## src/rtl/hack_pkg.sv

```systemverilog
`default_nettype none
// ============================================================================
//  Module      : hack_pkg
//  Description : Shared definitions for the Hack CPU control stage: FSM state
//                encoding, instruction field bit positions, default address
//                width.
//  Revision    : 1.0 - initial release
// ============================================================================
package hack_pkg;

    localparam int ADDR_W_DEF = 15;

    // Instruction word fields
    localparam int C_BIT   = 15;   // 1 = C-instruction, 0 = A-instruction
    localparam int A_BIT   = 12;   // ALU y operand: 1 = M, 0 = A
    localparam int CTL_HI  = 11;   // {zx,nx,zy,ny,f,no}
    localparam int CTL_LO  = 6;
    localparam int D1_BIT  = 5;    // dest A
    localparam int D2_BIT  = 4;    // dest D
    localparam int D3_BIT  = 3;    // dest M
    localparam int JUMP_HI = 2;    // {j1(ng), j2(zr), j3(pos)}
    localparam int JUMP_LO = 0;

    typedef enum logic [1:0] {
        ST_FETCH = 2'd0,
        ST_LOAD  = 2'd1,
        ST_EXEC  = 2'd2,
        ST_STORE = 2'd3
    } state_t;

endpackage
`default_nettype wire

```

## src/rtl/hack_cpu_ctrl_if.sv

```systemverilog
`default_nettype none
// ============================================================================
//  Module      : hack_cpu_ctrl_if
//  Description : Bus bundle between the Hack control stage and its
//                environment (instruction ROM, data RAM, external ALU).
//                master = control stage, slave = ROM/RAM/ALU side.
//  Ports       : fetch   instr_req, pc, instr, instr_valid
//                data    mem_addr, mem_re, mem_we, mem_wdata, mem_rdata,
//                        mem_ready
//                alu     alu_x, alu_y, alu_ctl, alu_out, alu_zr, alu_ng
//  Revision    : 1.0 - initial release
// ============================================================================
interface hack_cpu_ctrl_if #(
    parameter int ADDR_W = hack_pkg::ADDR_W_DEF
);
    logic              instr_req;
    logic [ADDR_W-1:0] pc;
    logic [15:0]       instr;
    logic              instr_valid;

    logic [ADDR_W-1:0] mem_addr;
    logic              mem_re;
    logic              mem_we;
    logic [15:0]       mem_wdata;
    logic [15:0]       mem_rdata;
    logic              mem_ready;

    logic [15:0]       alu_x;
    logic [15:0]       alu_y;
    logic [5:0]        alu_ctl;
    logic [15:0]       alu_out;
    logic              alu_zr;
    logic              alu_ng;

    modport master (
        output instr_req, pc,
        input  instr, instr_valid,
        output mem_addr, mem_re, mem_we, mem_wdata,
        input  mem_rdata, mem_ready,
        output alu_x, alu_y, alu_ctl,
        input  alu_out, alu_zr, alu_ng
    );

    modport slave (
        input  instr_req, pc,
        output instr, instr_valid,
        input  mem_addr, mem_re, mem_we, mem_wdata,
        output mem_rdata, mem_ready,
        input  alu_x, alu_y, alu_ctl,
        output alu_out, alu_zr, alu_ng
    );

endinterface
`default_nettype wire

```

## src/rtl/hack_jump_unit.sv

```systemverilog
`default_nettype none
// ============================================================================
//  Module      : hack_jump_unit
//  Description : Combinational jump decision for a Hack C-instruction.
//  Ports       : jump  in  3  {j1,j2,j3} = ir[2:0]
//                zr    in  1  ALU result is zero
//                ng    in  1  ALU result is negative
//                take  out 1  jump condition satisfied
//  Revision    : 1.0 - initial release
// ============================================================================
module hack_jump_unit (
    input  wire [2:0] jump,
    input  wire       zr,
    input  wire       ng,
    output logic      take
);

    // j1 = less than zero, j2 = equal to zero, j3 = greater than zero
    assign take = (jump[2] & ng) | (jump[1] & zr) | (jump[0] & ~ng & ~zr);

endmodule
`default_nettype wire

```

## src/rtl/hack_cpu_ctrl.sv

```systemverilog
`default_nettype none
// ============================================================================
//  Module      : hack_cpu_ctrl
//  Description : Control/register stage for the 16-bit Hack CPU. Fetches
//                instructions, holds A, D and PC, drives the external ALU and
//                commits writebacks, jumps and data-memory accesses through a
//                four-state FETCH/LOAD/EXEC/STORE machine.
//  Ports       : clk    in   clock, rising edge
//                reset  in   synchronous active-high reset
//                bus    mst  fetch, data-memory and ALU signals
//                reg_a  out  architectural A register (debug)
//                reg_d  out  architectural D register (debug)
//  Note        : the ADDR_W given to the bus interface must match ADDR_W here.
//  Revision    : 1.0 - initial release
// ============================================================================
module hack_cpu_ctrl
    import hack_pkg::*;
#(
    parameter int                ADDR_W   = ADDR_W_DEF,
    parameter logic [ADDR_W-1:0] RESET_PC = '0
) (
    input  wire                  clk,
    input  wire                  reset,
    hack_cpu_ctrl_if.master      bus,
    output logic [15:0]          reg_a,
    output logic [15:0]          reg_d
);

    localparam logic [ADDR_W-1:0] PC_STEP = ADDR_W'(1);

    state_t            state;
    state_t            state_nxt;
    logic [ADDR_W-1:0] pc;
    logic [15:0]       a;
    logic [15:0]       d;
    logic [15:0]       ir;
    logic [15:0]       m_latch;
    logic [ADDR_W-1:0] store_addr;
    logic [15:0]       wdata;
    logic              take;

    hack_jump_unit u_jump (
        .jump (ir[JUMP_HI:JUMP_LO]),
        .zr   (bus.alu_zr),
        .ng   (bus.alu_ng),
        .take (take)
    );

    // Next-state logic
    always_comb begin
        state_nxt = state;
        case (state)
            ST_FETCH: begin
                // Decide on the word being captured, not on the stale ir
                if (bus.instr_valid) begin
                    if (bus.instr[C_BIT] && bus.instr[A_BIT])
                        state_nxt = ST_LOAD;
                    else
                        state_nxt = ST_EXEC;
                end
            end
            ST_LOAD: begin
                if (bus.mem_ready)
                    state_nxt = ST_EXEC;
            end
            ST_EXEC: begin
                if (ir[C_BIT] && ir[D3_BIT])
                    state_nxt = ST_STORE;
                else
                    state_nxt = ST_FETCH;
            end
            ST_STORE: begin
                if (bus.mem_ready)
                    state_nxt = ST_FETCH;
            end
            default: state_nxt = ST_FETCH;
        endcase
    end

    // State and architectural registers
    always_ff @(posedge clk) begin
        if (reset) begin
            state      <= ST_FETCH;
            pc         <= RESET_PC;
            a          <= '0;
            d          <= '0;
            ir         <= '0;
            m_latch    <= '0;
            store_addr <= '0;
            wdata      <= '0;
        end else begin
            state <= state_nxt;
            case (state)
                ST_FETCH: begin
                    if (bus.instr_valid)
                        ir <= bus.instr;
                end
                ST_LOAD: begin
                    if (bus.mem_ready)
                        m_latch <= bus.mem_rdata;
                end
                ST_EXEC: begin
                    if (!ir[C_BIT]) begin
                        a  <= {1'b0, ir[14:0]};
                        pc <= pc + PC_STEP;
                    end else begin
                        if (ir[D2_BIT])
                            d <= bus.alu_out;
                        if (ir[D1_BIT])
                            a <= bus.alu_out;
                        // Store address and jump target both use A as it was
                        // before this instruction's own A write
                        if (ir[D3_BIT]) begin
                            wdata      <= bus.alu_out;
                            store_addr <= a[ADDR_W-1:0];
                        end
                        pc <= take ? a[ADDR_W-1:0] : pc + PC_STEP;
                    end
                end
                default: ;
            endcase
        end
    end

    // Outputs. instr_req is held low while reset is asserted so no fetch is
    // advertised until the machine is actually running.
    assign bus.instr_req = (state == ST_FETCH) && !reset;
    assign bus.pc        = pc;
    assign bus.mem_re    = (state == ST_LOAD);
    assign bus.mem_we    = (state == ST_STORE);
    assign bus.mem_addr  = (state == ST_STORE) ? store_addr : a[ADDR_W-1:0];
    assign bus.mem_wdata = wdata;
    assign bus.alu_x     = d;
    assign bus.alu_y     = ir[A_BIT] ? m_latch : a;
    assign bus.alu_ctl   = ir[CTL_HI:CTL_LO];

    assign reg_a = a;
    assign reg_d = d;

endmodule
`default_nettype wire

```

## src/flat_wrapper.sv

```systemverilog
// flat-port wrapper written by rule: the top's interface ports become plain ports
module hack_cpu_ctrl_flat import hack_pkg::*;
#(
    parameter int                ADDR_W   = ADDR_W_DEF,
    parameter logic [ADDR_W-1:0] RESET_PC = '0
)
  (clk, reset, reg_a, reg_d, bus_instr_req, bus_pc, bus_instr, bus_instr_valid, bus_mem_addr, bus_mem_re, bus_mem_we, bus_mem_wdata, bus_mem_rdata, bus_mem_ready, bus_alu_x, bus_alu_y, bus_alu_ctl, bus_alu_out, bus_alu_zr, bus_alu_ng);
  hack_cpu_ctrl_if #(.ADDR_W(ADDR_W)) bus_i ();
  input  wire clk;
  input  wire reset;
  output logic [15:0] reg_a;
  output logic [15:0] reg_d;
  output wire logic [$bits(bus_i.instr_req)-1:0] bus_instr_req;
  output wire logic [$bits(bus_i.pc)-1:0] bus_pc;
  input wire logic [$bits(bus_i.instr)-1:0] bus_instr;
  input wire logic [$bits(bus_i.instr_valid)-1:0] bus_instr_valid;
  output wire logic [$bits(bus_i.mem_addr)-1:0] bus_mem_addr;
  output wire logic [$bits(bus_i.mem_re)-1:0] bus_mem_re;
  output wire logic [$bits(bus_i.mem_we)-1:0] bus_mem_we;
  output wire logic [$bits(bus_i.mem_wdata)-1:0] bus_mem_wdata;
  input wire logic [$bits(bus_i.mem_rdata)-1:0] bus_mem_rdata;
  input wire logic [$bits(bus_i.mem_ready)-1:0] bus_mem_ready;
  output wire logic [$bits(bus_i.alu_x)-1:0] bus_alu_x;
  output wire logic [$bits(bus_i.alu_y)-1:0] bus_alu_y;
  output wire logic [$bits(bus_i.alu_ctl)-1:0] bus_alu_ctl;
  input wire logic [$bits(bus_i.alu_out)-1:0] bus_alu_out;
  input wire logic [$bits(bus_i.alu_zr)-1:0] bus_alu_zr;
  input wire logic [$bits(bus_i.alu_ng)-1:0] bus_alu_ng;
  assign bus_instr_req = bus_i.instr_req;
  assign bus_pc = bus_i.pc;
  assign bus_i.instr = bus_instr;
  assign bus_i.instr_valid = bus_instr_valid;
  assign bus_mem_addr = bus_i.mem_addr;
  assign bus_mem_re = bus_i.mem_re;
  assign bus_mem_we = bus_i.mem_we;
  assign bus_mem_wdata = bus_i.mem_wdata;
  assign bus_i.mem_rdata = bus_mem_rdata;
  assign bus_i.mem_ready = bus_mem_ready;
  assign bus_alu_x = bus_i.alu_x;
  assign bus_alu_y = bus_i.alu_y;
  assign bus_alu_ctl = bus_i.alu_ctl;
  assign bus_i.alu_out = bus_alu_out;
  assign bus_i.alu_zr = bus_alu_zr;
  assign bus_i.alu_ng = bus_alu_ng;
  hack_cpu_ctrl #(.ADDR_W(ADDR_W), .RESET_PC(RESET_PC)) u_core (.clk(clk), .reset(reset), .bus(bus_i), .reg_a(reg_a), .reg_d(reg_d));
endmodule
```

## config.mk

```make
export PLATFORM = sky130hd
export DESIGN_NAME = hack_cpu_ctrl_flat
export DESIGN_NICKNAME = d
export VERILOG_FILES = /design/src/rtl/hack_pkg.sv /design/src/rtl/hack_cpu_ctrl_if.sv /design/src/rtl/hack_jump_unit.sv /design/src/rtl/hack_cpu_ctrl.sv /design/src/flat_wrapper.sv
export SDC_FILE = /design/constraint.sdc
export NUM_CORES = 1
export LEC_CHECK = 0
export ABC_CLOCK_PERIOD_IN_PS = 5100
export BUFFER_PORTS_ARGS = -buffer_cell sky130_fd_sc_hd__buf_2
export CORE_ASPECT_RATIO = 1.4
export CORE_MARGIN = 5
export CORE_UTILIZATION = 55
export DETAILED_ROUTE_END_ITERATION = 10
export GPL_ROUTABILITY_DRIVEN = 0
export PLACE_DENSITY = 0.86
export SYNTH_ARGS = -nofsm -noshare
export SYNTH_HDL_FRONTEND = slang
export SYNTH_SLANG_ARGS = --single-unit
```

## constraint.sdc

```tcl
create_clock -name clk -period 5.1 [get_ports clk]
set_input_delay 0.51 -clock clk [delete_from_list [all_inputs] [get_ports clk]]
set_output_delay 0.51 -clock clk [all_outputs]
set_load 0.005 [all_outputs]
```

Word-level counts from Yosys, hierarchy flattened. Cells that the tools add are included.

Register bits: 112. Output and inout bits: 119.

Multiplexer cells: 12. Reductions and logical operators: 11. Bitwise logic cells: 8. Eq/ne operators: 7. Add/subtract/negate cells: 1.

Operators by type and width (number): $mux W16 (3); $mux W15 (3); $add A15 B1 Y15 const B (1); $mux W2 (5); $reduce_and A3 Y1 (3); $pmux W2 S4 (1); $reduce_and A2 Y1 (3); $and A1 B1 Y1 (4); $eq A2 B2 Y1 const B (2); $ne A2 B1 Y1 const B (2); $ne A2 B2 Y1 const B (2); $logic_and A1 B1 Y1 (3); $eq A2 B1 Y1 const B (1); $logic_not A2 Y1 (1); $not A1 Y1 (2); $or A1 B1 Y1 (2); $logic_not A1 Y1 (1).

Logic depth before layout (Yosys ltp). Gate-level depths: netlist of the first run.

Depth after elaboration: 6. Mapped depth: 8. Mapped depth without buffers: 5.

Hierarchy. A second synthesis of the first run with hierarchy kept.

Cell total of the unflattened synthesis: 625. Area, all modules: 5029.8 sq um.

Modules (own cells, without submodules): hack_cpu_ctrl (times used 1, area each 5012.3 sq um, cells each 623); hack_jump_unit (times used 1, area each 17.5 sq um, cells each 2).

Worst setup path after synthesis of the first run. OpenSTA, ideal clock, no wires.

Path kind: input-to-reg. Start: input port bus_alu_ng. End: register u_core.pc[7] (netlist: u_core.bus.pc[7]). Buffers on the path: 1. Required time: 4981 ps. Slack: 3342 ps. Library setup time: 119 ps. Arrival: 1639 ps. Stages on the path: 5. Cells stage by stage: a22o_1 -> o21ai_2 -> buf_6 -> mux2_4 -> o221a_2.

Longest elaborated chain between the ends: 6. Elaborated cells on any way between the ends: 8. Those cells by class: mux (2); bitwise (6).

RTL lines: start: declaration (line flat_wrapper.sv:28) `input wire logic [$bits(bus_i.alu_ng)-1:0] bus_alu_ng;`; $not A1 Y1 (line hack_jump_unit.sv:19) `assign take = (jump[2] & ng) | (jump[1] & zr) | (jump[0] & ~ng & ~zr);`; $and A1 B1 Y1 (2 in series) (line hack_jump_unit.sv:19); $or A1 B1 Y1 * (line hack_jump_unit.sv:19); $mux W15 * (line hack_cpu_ctrl.sv:117) `pc <= take ? a[ADDR_W-1:0] : pc + PC_STEP;`; $mux W15 * (line hack_cpu_ctrl.sv:103) `if (!ir[C_BIT]) begin`; end signal: assignment (line hack_cpu_ctrl.sv:105) `pc <= pc + PC_STEP;`; end signal: assignment (line hack_cpu_ctrl.sv:117); end: declaration (line hack_cpu_ctrl.sv:33) `logic [ADDR_W-1:0] pc;`.

Mark *: on every way between the ends. The rest lies on a longest branch, timed or not. A chain may end at the register's enable or synchronous reset.

Final worst setup path of the first run.
Start: register u_core.state[1]. End: output port bus_mem_addr[12].

Longest elaborated chain between the ends: 2.

RTL lines: start: declaration (line hack_cpu_ctrl.sv:31) `state_t state;`; start signal: assignment (line hack_cpu_ctrl.sv:92) `state <= state_nxt;`; $eq A2 B2 Y1 (line hack_cpu_ctrl.sv:131) `assign bus.mem_addr = (state == ST_STORE) ? store_addr : a[ADDR_W-1:0];`; $mux W15 (line hack_cpu_ctrl.sv:131); end: declaration (line flat_wrapper.sv:17) `output wire logic [$bits(bus_i.mem_addr)-1:0] bus_mem_addr;`.

Every way passes these cells.

==> out/results.ini, run 1 <==
[run_status]
status=completed

[drt]
drt_iter0_drc=377
dr_total_vias=4954
dr.pass1.iters=5
routed_wl_mm=14.9
via_per_inst=5.73
drc=0
wl_per_cell_um=17.3
ant_nets=0

[synthesis]
synthMuxAreaShare=0.117
synth_edf_count=0
synth_top_family_by_area=simple AND/OR/NAND/NOR gates
ys_seq_area_frac=0.427
syn-num-nets=688
synth_compound_area_frac=0.155
synth_cells=633
synth_ff_type=dfxtp_1
yosysWarnings=0
ys_ff_latch=112
synth_xor_area_frac=0
synthArstFlopShare=0
avgSynthCellArea_um2=8.29
syn_area_mm2=0.00525
synth_cell_types=49
synthSimpleGateAreaFrac=0.202
synth-adder-area-share=0.00239

[worst_setup_path]
crit_type=reg -> out
r2r_slack_ps=2650
worst_setup_path_end_kind=primary output
critPathLaunchType=flip-flop
slowest_delay_ps=560
cp_slowest_cell=dfxtp_1
required_ps=4590
path_max_fanout=16
path_cells=nand2_1, mux2_2, buf_2
reg2reg_depth=4
crit_arrival_ps=2040

[floorplan]
die-area_mm2=0.0116
start_util=0.558
num_rows=42
core_region_area_mm2=0.00941
dieHeight_um=126
die_x_um=92.5
num_io_pins=173

[clock_network]
cts_root_buffer=clkbuf_16
post_cts_resized=0
clock_latency_ps=340
postCtsSetupBuffers=0
cts_sinks=112
hold_buffers=0
cts_tree=yes
cts_buffers=9
cts_max_path_buffers=2
path_clk_slew_ps=70
htreeDepth=3

[sta]
final.setup.tns_ps=0
rsz0062_at_grt=no
max_freq_ghz=0.392
final.period_utilization=0.500
slew_violations=0
worstMarginPinSlew_ps=1230
slew_headroom=0.177
setup-violations-final=0
hold_viol=0
final.min_clock_period_ps=2550
fin_skew_ps=3.80

[flow_run]
cap_violations=0

[layout]
layout_common_cells=175 x nand2_1, 171 x buf_2, 112 x dfxtp_1
final_cells=864
nNetsFinal=804
diodes=0
drive_above_1_share=0.310
area_delta_synth_final_pct=18.5
final_common_cell=nand2_1

[pwr]
powerDensity_mw_per_mm2=334
max-vdd-ir-drop_uv=207
leakage_nw=2.68

[hold_path]
hold_class=in -> reg
hold_depth=3

[placed_design]
dp_hpwl_mm=10.7
io_buffers=172
dp.cells=848

[global_route]
grt_pass1_vias=4797
grtUsageTotal=0.250
grt_overflow=0
grt_pass1_wl_mm=23.3
antenna_found_initial=0
grt_max_degree=112

[power by group]
| part | internal [mW] | leakage [nW] | switching, mW |
|---|---|---|---|
| Sequential | 0.900 | 0.907 | 0.0438 |
| Clock | 0.607 | 0.196 | 0.317 |
| Combinational | 0.0936 | 1.58 | 0.112 |
| Total | 1.60 | 2.68 | 0.473 |
[worst paths after layout]
path	startpoint	end
worst max-delay path	u_core.state[1]	bus_mem_addr[12]
worst min-delay path	bus_mem_rdata[9]	u_core.m_latch[9]
worst max register to register	u_core.state[1]	u_core.state[0]
worst min register to register	u_core.m_latch[6]	u_core.m_latch[6]
[through the flow]
| step | total power [mW] | hold slack (ps) | setup WS (ps) | utilization | instance area [um2] |
|---|---|---|---|---|---|
| 3_3_place_gp | 1.16 | 439 | 2690 | 0.617 | 5810 |
| 3_5_place_dp | 1.17 | 446 | 2560 | 0.617 | 5810 |
| 4_1_cts | 2.08 | 394 | 2530 | 0.660 | 6210 |
| 5_1_grt | 2.14 | 404 | 2460 | 0.661 | 6220 |
| 2_1_floorplan | 1.08 | 433 | 3340 | - | 5250 |
| 6_report | 2.07 | 401 | 2550 | 0.661 | 6220 |
[worst max-delay path, delay by kind of cell, from the launching register on]
kind | cells | cell delay [ps]
buf+inv | 1 | 130
flops | 1 | 560
mux | 1 | 470
simple gates | 1 | 530
[layout make-up]
type,count,area [um2]
Clock inverter,5,150
Tap cell,110,138
Timing Repair Buffer,174,878
Inverter,14,52.6
Sequential cell,112,2240
Multi-Input combinational cell,438,2500
Fill cell,789,3190
Clock buffer,11,253
[synth_stat cells, drive strengths merged (2+ instances only)]
| library cell | number | area [um2] |
|---|---|---|
| and3 | 3 | 18.8 |
| nor4 | 5 | 31.3 |
| nor3 | 6 | 30.0 |
| inv | 14 | 52.6 |
| mux2i | 24 | 240 |
| buf | 48 | 363 |
| and2 | 2 | 12.5 |
| a21oi | 95 | 487 |
| dfxtp | 112 | 2240 |
| nand3b | 4 | 30.0 |
| a31oi | 3 | 18.8 |
| nand2 | 175 | 657 |
| nor2b | 2 | 20.0 |
| mux2 | 33 | 375 |
| nor2 | 22 | 82.6 |
| or4 | 2 | 15.0 |
| nand4 | 7 | 50.1 |
| clkbuf | 20 | 81.3 |
| nand3 | 9 | 45.0 |
| nand2b | 3 | 26.3 |
| a211oi | 14 | 105 |
| and4 | 2 | 20.0 |
| o221a | 2 | 22.5 |
| o21ai | 4 | 23.8 |
| o32ai | 9 | 78.8 |
[kinds of logic (layout without fill, tap and decap cells)]
family / after synthesis / after routing
adder cells (fa/ha/maj): 1 / 1
flip-flops: 112 / 112
AND/OR/NAND/NOR: 244 / 244
buffers and inverters: 83 / 204
AO/OA/AOI/OAI: 136 / 136
multiplexers: 57 / 57
[routing by layer]
| metal | routed length [um] | vias up | global-route usage |
|---|---|---|---|
| li1 | - | 2380 | - |
| met3 | 1010 | 46 | 0.0493 |
| met4 | 614 | 0 | 0.136 |
| met5 | 0 | - | 0 |
| met2 | 7720 | 213 | 0.438 |
| met1 | 5600 | 2315 | 0.280 |
[flip-flops by register name, indices dropped and copies added, names as in the netlist]
name	count
u_core.bus.mem_wdata	16
u_core.store_addr	15
u_core.reg_a	16
u_core.bus.pc	15
u_core.ir	16
u_core.bus.alu_x	16
u_core.state	2
u_core.m_latch	16
Note: power is estimated with default switching activity, not from simulation.
==> run 2: changes to the inputs <==
Settings changed: ABC_CLOCK_PERIOD_IN_PS 5100 to 2300, CORE_UTILIZATION 55 to 46, PLACE_DENSITY 0.86 to 0.77.
Clock period 5.1 ns to 2.3 ns, I/O delays scaled along.
==> out/results.ini, run 2 (synthesis results as in run 1) <==
[sta]
max_freq_ghz=0.536
worstMarginPinSlew_ps=686  ; -549 ps
fin_skew_ps=7.50  ; +3.69 ps
slew_headroom=0.543  ; +0.366
final.period_utilization=0.811
slew_violations=0  ; unchanged
hold_viol=0  ; unchanged
final.min_clock_period_ps=1870
rsz0062_at_grt=no
setup-violations-final=0  ; unchanged
final.setup.tns_ps=0  ; unchanged

[layout]
fin_util=0.557  ; -0.104
drive_above_1_share=0.317  ; +0.00641
area_delta_synth_final_pct=19.7
layout_common_cells=175 x nand2_1, 171 x buf_2, 112 x dfxtp_1
nNetsFinal=815  ; +1.4%
diodes=0  ; unchanged
final_common_cell=nand2_1

[global_route]
antenna_found_initial=1  ; +1
grt_overflow=0  ; unchanged
grt_max_degree=111  ; -0.89%
grt_pass1_vias=4478  ; -6.6%
grt_pass1_wl_mm=23.3  ; -0.12%
grtUsageTotal=0.215  ; -0.0347

[hold_path]
min_from=bus_instr[6]
hold_class=in -> reg
hold_end=u_core.ir[6]
hold_depth=3  ; unchanged

[run_status]
status=completed

[drt]
via_per_inst=5.30  ; -7.5%
wl_met3_um=872  ; -13%
routed_wl_mm=15.0  ; +0.47%
ant_nets=0  ; unchanged
drc=0  ; unchanged
wl_per_cell_um=16.5  ; -4.4%
wl_met2_mm=7.66  ; -0.71%
wl_met1_mm=6.14  ; +9.5%
dr.pass1.iters=4  ; -1
route.top_layer_used=met5
dr_total_vias=4816  ; -2.8%
drt_iter0_drc=231  ; -39%

[flow_run]
cap_violations=0  ; unchanged

[floorplan]
num_rows=46  ; +9.5%
die-area_mm2=0.0137  ; +18%
dieHeight_um=136  ; +8.6%
num_io_pins=173  ; unchanged
die_x_um=100  ; +8.3%
start_util=0.465  ; -0.0926
core_region_area_mm2=0.0113  ; +20%

[placed_design]
dp_hpwl_mm=10.8  ; +0.60%
io_buffers=172  ; unchanged

[worst_setup_path]
worst_setup_path_end_kind=primary output
r2r_end=u_core.bus.pc[14]
r2r_slack_ps=470  ; -2180 ps
reg2reg_depth=5  ; +1
crit_type=reg -> out
critPathLaunchType=flip-flop
path_max_fanout=16  ; unchanged
crit_arrival_ps=1640  ; -400 ps
r2r-start=u_core.bus.pc[0]
required_ps=2070  ; -2520 ps

[pwr]
leakage_nw=2.70  ; +0.84%
max-vdd-ir-drop_uv=384  ; +86%
powerDensity_mw_per_mm2=677  ; +100%

[clock_network]
htreeDepth=3  ; unchanged
cts_tree=yes
cts_sinks=112  ; unchanged
hold_buffers=0  ; unchanged
postCtsSetupBuffers=0  ; unchanged
path_clk_slew_ps=70  ; about the same
cts_root_buffer=clkbuf_16
cts_buffers=9  ; unchanged
cts_max_path_buffers=2  ; unchanged
clock_latency_ps=340  ; about the same
post_cts_resized=0  ; unchanged

run 2: cell count changes in the layout (fill, tap and decap cells not counted), sizes merged:
cell | previous run | this run
buf | 174 | 185
bufinv | 5 | 2
clkbuf | 11 | 12
clkinv | 0 | 1
run 2: metrics by stage:
step / area (um2) / hold slack [ps] / instances / power (mW) / setup WS [ps]
2_1_floorplan: 5250 / 366 / 633 / 2.39 / 656
3_3_place_gp: 5960 / 439 / 893 / 2.60 / 533
3_5_place_dp: 5960 / 444 / 893 / 2.61 / 482
4_1_cts: 6280 / 108 / 908 / 4.29 / 423
5_1_grt: 6280 / 108 / 908 / 4.42 / 318
6_report: 6280 / 122 / 908 / 4.25 / 434
run 2: how the worst max path moves through the flow:
stage,start,cells past startpoint,end
finish,u_core.state[0],4,bus_mem_addr[12]
global placement,u_core.state[1],4,u_core.bus.alu_x[4]
global route,u_core.state[1],4,u_core.bus.alu_x[1]
CTS,u_core.state[0],4,bus_mem_addr[12]
floorplan,u_core.bus.pc[0],5,u_core.bus.pc[14]
detailed placement,u_core.bus.pc[0],5,u_core.bus.pc[14]
run 2: critical path: stages (launching register included):
cell     delay, ps
dfxtp_1        410
nand2_1        110
buf_4          250
mux2_2         390
buf_2          140
run 2: layout make-up:
class                   count  area, um2
clock inverters             3       65.1
well taps                 144        180
flip-flops and latches    112       2240
fillers                  1112       5000
clock buffers              12        256
inverters                  14       52.6
multi-input cells         438       2500
repair buffers            185        986
run 2: power by group:
part           switching (mW)  leakage, nW  internal, mW
sequential             0.0874        0.907          2.00
combinational           0.262         1.64         0.216
clock                   0.685        0.159          1.01
run 2: layer usage:
layer	vias to the layer above	track usage
li1	2410	-
met1	2240	0.261
met2	142	0.369
met3	22	0.0513
met4	2	0.0772
met5	-	0
==> run 3: changes to the inputs <==
Settings changed: ABC_CLOCK_PERIOD_IN_PS 2300 to 1750, CORE_UTILIZATION 46 to 51, PLACE_DENSITY 0.77 to 0.8.
Clock period 2.3 ns to 1.75 ns, I/O delays scaled along.
==> out/results.ini, run 3 (synthesis results as in run 1) <==
[floorplan]
start_util=0.524  ; +0.0592
core_region_area_mm2=0.0100  ; -11%
num_rows=43  ; -6.5%
num_io_pins=173  ; unchanged
dieHeight_um=130  ; -4.7%
die_x_um=95.7  ; -4.5%
die-area_mm2=0.0124  ; -9.0%

[layout]
area_delta_synth_final_pct=21.4
diodes=0  ; unchanged
drive_above_1_share=0.334  ; +0.0174
nNetsFinal=831  ; +2.0%
final_common_cell=nand2_1
final_cells=916  ; +0.88%
layout_common_cells=175 x nand2_1, 171 x buf_2, 111 x dfxtp_1

[worst_setup_path]
slowest_delay_ps=560  ; +150 ps
worst_setup_path_end_kind=flip-flop
required_ps=1960  ; -110 ps
r2r_slack_ps=30  ; -440 ps
cp_slowest_cell=or4_1
path_max_fanout=5  ; -11
path_cells=ha_1, nand4_4, or4_1, a21oi_1, o32ai_1
crit_type=reg -> reg
crit_arrival_ps=1930  ; +290 ps
crit_family=simple AND/OR/NAND/NOR gates
crit_buf_inv=0  ; -2
critPathLaunchType=flip-flop

[sta]
slew_headroom=0.623  ; +0.0796
final.setup.tns_ps=0  ; unchanged
final.period_utilization=0.984
worstMarginPinSlew_ps=565  ; -121 ps
setup-violations-final=0  ; unchanged
max_freq_ghz=0.580
final.min_clock_period_ps=1720
slew_violations=0  ; unchanged
hold_viol=0  ; unchanged
fin_skew_ps=11.5  ; +3.99 ps

[drt]
ant_nets=0  ; unchanged
routed_wl_mm=15.2  ; +1.3%
via_per_inst=5.51  ; +3.8%
wl_per_cell_um=16.6  ; +0.42%
dr_total_vias=5045  ; +4.8%
drc=0  ; unchanged
drt_iter0_drc=242  ; +4.8%
dr.pass1.iters=5  ; +1

[clock_network]
cts_sinks=112  ; unchanged
htreeDepth=3  ; unchanged
cts_root_buffer=clkbuf_16
cts_max_path_buffers=2  ; unchanged
cts_buffers=9  ; unchanged
postCtsSetupBuffers=0  ; unchanged
path_clk_slew_ps=80  ; about the same
clock_latency_ps=340  ; about the same
cts_tree=yes

[global_route]
grt_overflow=0  ; unchanged
grt_pass1_vias=4907  ; +9.6%
grtUsageTotal=0.241  ; +0.0255
grt_pass1_wl_mm=23.5  ; +1.2%
antenna_found_initial=0  ; -1
grt_max_degree=34  ; -69%

[pwr]
leakage_nw=2.78  ; +2.8%
seq_power_share=0.497  ; +0.007
powerDensity_mw_per_mm2=860  ; +27%
comb_power_share=0.121  ; +0.009
internal_power_mw=4.05  ; +26%
p_switching_mw=1.43  ; +38%
clockPowerShare=0.382  ; -0.016
max-vdd-ir-drop_uv=854  ; +120%
swShare=0.260  ; +0.0173

[hold_path]
hold_class=in -> reg

[flow_run]
cap_violations=0  ; unchanged

[placed_design]
dp_hpwl_mm=11.6  ; +7.9%
io_buffers=172  ; unchanged
dp.cells=900  ; +0.78%

[run_status]
status=completed

run 3: worst min-delay path, stage by stage:
cell,delay (ps)
buf_2,100
nand2_1,40
a21oi_1,50
run 3: path summary, 6_finish.rpt:
| check | start | endpoint | depth (start not counted) |
|---|---|---|---|
| max | u_core.bus.pc[1] | u_core.bus.pc[14] | 5 |
| min | bus_mem_rdata[13] | u_core.m_latch[13] | 3 |
| max reg2reg | u_core.bus.pc[1] | u_core.bus.pc[14] | 5 |
| min reg2reg | u_core.bus.mem_wdata[12] | u_core.bus.mem_wdata[12] | 2 |
run 3: power by group through the flow:
stage / Clock (mW) / Sequential (mW) / Combinational (mW)
final: 2.09 / 2.73 / 0.661
after global placement: 0 / 2.78 / 0.648
after CTS: 2.12 / 2.72 / 0.664
after detailed placement: 0 / 2.78 / 0.661
after floorplan: 0 / 2.74 / 0.397
after global routing: 2.23 / 2.74 / 0.720
run 3: through the flow:
stage               setup slack (ps)  cell area [um2]   util  hold WS (ps)  total power, mW
floorplan                        106             5250      -           311             3.14
global placement                 153             6050  0.605           420             3.43
detailed placement              58.3             6050  0.605           422             3.45
CTS                             44.2             6360  0.636          58.2             5.51
global route                   -5.72             6370  0.637          58.0             5.69
finish                          27.3             6370  0.637          65.7             5.48
run 3: area by class of cell:
type,instances,area [um2]
fill,888,3640
multi-input combinational,438,2510
sequential,112,2240
timing repair buffer,201,1090
clock buffer,9,225
tap,135,169
clock inverter,7,80.1
inverter,14,52.6
run 3: per-layer routing:
layer	vias to the layer above	wire (um)	global-route usage
li1	2429	-	-
met1	2363	5710	0.273
met2	213	7970	0.424
met3	40	974	0.0479
met4	0	549	0.120
met5	-	0	0
run 3: what timing repair did:
| action | 4_1_cts | 5_1_grt |
|---|---|---|
| hold buffers | 0 | 0 |
| gates resized for setup | 1 | 1 |
| endpoints found under the setup margin | 15 | 1 |
